--- config.mk ---
export PLATFORM = sky130hd
export DESIGN_NAME = gray_fifo_ctrl
export DESIGN_NICKNAME = d
export VERILOG_FILES = /design/src/rtl/gray_fifo_ctrl.sv
export SDC_FILE = /design/constraint.sdc
export NUM_CORES = 1
export LEC_CHECK = 0
export BUFFER_PORTS_ARGS = -buffer_cell sky130_fd_sc_hd__buf_2
export CORE_MARGIN = 2
export CORE_UTILIZATION = 44
export CTS_BUF_LIST = sky130_fd_sc_hd__clkbuf_16
export CTS_CLUSTER_DIAMETER = 150
export DETAILED_ROUTE_END_ITERATION = 10
export PLACE_DENSITY = 0.69
export SLEW_MARGIN = 30
export SYNTH_ARGS = -nofsm -noshare
export SYNTH_HDL_FRONTEND = slang
export SYNTH_SLANG_ARGS = --single-unit
--- constraint.sdc ---
create_clock -name clk -period 2.5 [get_ports clk]
set_input_delay 0.125 -clock clk [delete_from_list [all_inputs] [get_ports clk]]
set_output_delay 0.125 -clock clk [all_outputs]
set_load 0.005 [all_outputs]
--- src/rtl/gray_fifo_ctrl.sv ---
// Single-clock FIFO pointer controller with gray-coded pointer exports.
// Optional sticky overflow/underflow outputs enabled by GRAY_FIFO_CTRL_ERR_EN.
module gray_fifo_ctrl #(
  parameter int unsigned W = 4
) (
  input  logic         clk,
  input  logic         reset,
  input  logic         wr_en,
  input  logic         rd_en,
  output logic         wr_ack,
  output logic         rd_ack,
  output logic [W-1:0] wr_addr,
  output logic [W-1:0] rd_addr,
  output logic [W:0]   wr_ptr_gray,
  output logic [W:0]   rd_ptr_gray,
  output logic         full,
  output logic         empty,
  output logic [W:0]   usedw
`ifdef GRAY_FIFO_CTRL_ERR_EN
  ,
  output logic         overflow,
  output logic         underflow
`endif
);

  localparam int unsigned PW = W + 1;

  logic [PW-1:0] wr_bin;
  logic [PW-1:0] rd_bin;
  logic [PW-1:0] wr_nxt;
  logic [PW-1:0] rd_nxt;
  logic [PW-1:0] usedw_nxt;
  logic          full_nxt;
  logic          empty_nxt;

  function automatic logic [PW-1:0] bin2gray(input logic [PW-1:0] b);
    return b ^ (b >> 1);
  endfunction

  // Accept decisions use the current registered flags; reset blocks both ops.
  always_comb begin
    wr_ack    = wr_en & ~full & ~reset;
    rd_ack    = rd_en & ~empty & ~reset;
    wr_nxt    = wr_bin + PW'(wr_ack);
    rd_nxt    = rd_bin + PW'(rd_ack);
    usedw_nxt = wr_nxt - rd_nxt;
    empty_nxt = (wr_nxt == rd_nxt);
    full_nxt  = (wr_nxt[W] != rd_nxt[W]) && (wr_nxt[W-1:0] == rd_nxt[W-1:0]);
  end

  always_ff @(posedge clk) begin
    if (reset) begin
      wr_bin      <= '0;
      rd_bin      <= '0;
      wr_ptr_gray <= '0;
      rd_ptr_gray <= '0;
      full        <= 1'b0;
      empty       <= 1'b1;
      usedw       <= '0;
    end else begin
      wr_bin      <= wr_nxt;
      rd_bin      <= rd_nxt;
      wr_ptr_gray <= bin2gray(wr_nxt);
      rd_ptr_gray <= bin2gray(rd_nxt);
      full        <= full_nxt;
      empty       <= empty_nxt;
      usedw       <= usedw_nxt;
    end
  end

  assign wr_addr = wr_bin[W-1:0];
  assign rd_addr = rd_bin[W-1:0];

`ifdef GRAY_FIFO_CTRL_ERR_EN
  // Sticky error flags: any refused request latches until reset.
  always_ff @(posedge clk) begin
    if (reset) begin
      overflow  <= 1'b0;
      underflow <= 1'b0;
    end else begin
      if (wr_en && full)  overflow  <= 1'b1;
      if (rd_en && empty) underflow <= 1'b1;
    end
  end
`endif

endmodule

==> flow_metrics.tcl <==
set metrics [dict create \
    status "complete, no violations" \
    synth_simple_gate_area_frac 0.185 \
    r2r_start "empty$_SDFF_PP1_" \
    vias 779 \
    whs_ns 0.180 \
    syn_nets 116 \
    p_leak_nw 0.655 \
    ir_worst_vdd_mv 0.455 \
    grt_pass1_vias 757 \
    cts_sinks 25 \
    overflow 0 \
    synthCells 105 \
    dp.cells 162 \
    cts_inserted_buffers 3 \
    drcViolationCount 0 \
    setup_ws_ns 0.174 \
    yosysTopAreaCell "dfxtp_1" \
    place_congestion 0.732 \
    drt-vias-per-instance 4.69 \
    fill_cells 203 \
    cp.buffers_inverters 0 \
    synth.avg_cell_area_sq_um 10.0 \
    cts.htree.levels 1 \
    placedInstanceArea_sq_um 1230 \
    instances_no_fill 166 \
    path_max_fanout 4 \
    synthAdderAreaFrac 0.0942 \
    power_uw 868 \
    grt_pass1_wl_mm 3.33 \
    worstPathArrival_ns 2.47 \
    synth_top_family_by_area "simple AND/OR/NAND/NOR gates" \
    io_pins 31 \
    die_w_microns 52.8 \
    critPathSlowestCell "maj3_2" \
    synth-edff-count 0 \
    synth_xor_xnor_area_share 0.180 \
    period_share 0.931 \
    hp-start "reset" \
    nets 150 \
    path_cells "nor3b_1 > ha_1 > ha_1 > xnor2_2 > ha_1 > nor2_1 > a21o_1 > maj3_2 > mux2i_1" \
    dieHeight_microns 52.8 \
    path_class "flip-flop to flip-flop" \
    worstPathRequired_ns 2.64 \
    fmax_ghz 0.430 \
    finalClockSkew_ns 0.00473 \
    drive_gt1_frac 0.326 \
    clock_latency_ns 0.25 \
    core.rowCount 17 \
    reg2reg_to "usedw[4]$_SDFF_PP0_" \
    design_area_sq_um 1320 \
    regToRegSetupSlack_ns 0.17 \
    final_core_util 0.592 \
    critPathLaunch "empty$_SDFF_PP1_" \
    clk_pin_slew_worst_paths_ns 0.06 \
    drtPass1Iterations 4 \
    io_buffers 30 \
    post-cts-setup-buffer-count 0 \
    cap_violations 0 \
    critPathLaunchType "flip-flop" \
    core_sq_um 2230 \
    hold_class "input pin to flip-flop" \
    totalWireLength_mm 2.01 \
    synth_area_leaders "dfxtp_1 48%, xnor2_1 11%, ha_1 8.3%" \
    relSlewSlack 0.656 \
    grt_max_degree 18 \
    synthMuxAreaShare 0.00954 \
    start_util 0.470 \
    grt.total_usage 0.163 \
    min_path_cells 2 \
    synth_common_cells "25 x dfxtp_1, 21 x nor2_1, 13 x xnor2_1" \
    cpLargestDelayFamily "adder cells" \
    path_depth 9 \
    dp_slack_ns 0.123 \
    antenna_found_initial 0 \
    reg2reg_depth 9 \
    cts_tree "yes" \
    synth_compound_area_frac 0.0298 \
    yosys_most_used_dff "dfxtp_1" \
    tightest_slew_ns 0.515 \
    final.min_clock_period_ns 2.33 \
    clock-root-buffer "clkbuf_16" \
    ys_warn_count 0 \
    first_iter_violations 10 \
    hpwl_mm 1.48 \
    yosysSeqAreaShare 0.477 \
    synth_top_area_share 0.477 \
    syn2layout_area_growth_pct 26.0 \
    cp_common_cell "ha_1" \
    rsz0062_at_grt "no" \
    timing.setup.tns_ns 0 \
    die_area_sq_um 2790 \
    slew_violations 0 \
    syn_area_sq_um 1050 \
    ctsHoldBuffers 0 \
    async_flop_share 0 \
    ant_nets 0 \
    end_kind "flip-flop" \
    critPathMaxStageDelay_ns 0.32 \
    yosysUniqueCellTypes 26 \
    synth-seq-cells 25 \
    antenna_cells 0 \
    hold_end "wr_ptr_gray[0]$_SDFF_PP0_" \
    clk_path_buf_depth 2 \
    power_density_nw_per_um2 656 \
    finalHoldViolCount 0 \
    finalSetupViolations 0 \
    post_drt_wl_per_cell_microns 12.1 \
    yosys.cell_count.top_type "dfxtp_1" \
]
==> placed cells by master, fill, tap and decap left out <==
cell       instances
buf_4              2
nor3_1             1
xnor2_2            2
a21oi_1            2
clkbuf_16          3
or2_1              1
xnor2_1           12
buf_2             30
and2_2             1
xor2_1             3
nor3b_1            2
nand2_2            1
inv_1              3
nand2b_1           1
nand3_1            4
or2_2              1
nor2_1            21
clkinv_2           1
a31o_2             1
mux2i_1            1
a21o_1             1
nor2b_1            5
nand2_1            3
o21ai_0            1
maj3_2             1
ha_1               7
xor2_2             2
dfxtp_1           25
==> layer usage <==
metal	vias to the layer above	routed length [microns]	global-route usage
li1	400	-	-
met1	357	846	0.183
met2	20	1060	0.310
met3	2	94	0.0257
met4	0	14	0.0513
met5	-	0	0
==> logic make-up after synthesis <==
logic type	after synthesis
fa+ha+maj	8
compound gates	5
flops	25
simple gates	41
buf+inv	6
xor+xnor	19
mux	1
==> where the power goes <==
part	total (mW)	switching, mW	internal (mW)
Clock	0.347	0.131	0.215
Combinational	0.0995	0.0498	0.0497
Sequential	0.422	0.00574	0.416
==> how the worst max path moves through the flow <==
stage | slack (ns) | endpoint
finish | 0.17 | usedw[4]$_SDFF_PP0_
global route | 0.007 | usedw[4]$_SDFF_PP0_
CTS | 0.10 | usedw[4]$_SDFF_PP0_
detailed placement | 0.12 | usedw[4]$_SDFF_PP0_
global placement | 0.19 | usedw[4]$_SDFF_PP0_
floorplan | 0.04 | usedw[4]$_SDFF_PP0_
==> sequential cells by signal, indices dropped and copies added (netlist names) <==
| signal | count |
|---|---|
| empty | 1 |
| rd_bin | 4 |
| full | 1 |
| rd_ptr_gray | 5 |
| usedw | 5 |
| wr_bin | 4 |
| wr_ptr_gray | 5 |
==> area by class of cell <==
| cell class | instances | area [sq um] | area share |
|---|---|---|---|
| Tap cell | 28 | 35.0 | 0.0265 |
| Inverter | 3 | 11.3 | 0.00851 |
| Timing Repair Buffer | 32 | 165 | 0.125 |
| Clock inverter | 1 | 5.00 | 0.00378 |
| Multi-Input combinational cell | 74 | 531 | 0.401 |
| Sequential cell | 25 | 500 | 0.378 |
| Clock buffer | 3 | 75.1 | 0.0568 |
==> what timing repair did <==
item | 4_1_cts | 5_1_grt
resized for setup | 0 | 1
setup endpoints to repair | 0 | 1
hold endpoints to repair | 0 | 0
Note: power is estimated with default switching activity, not from simulation.
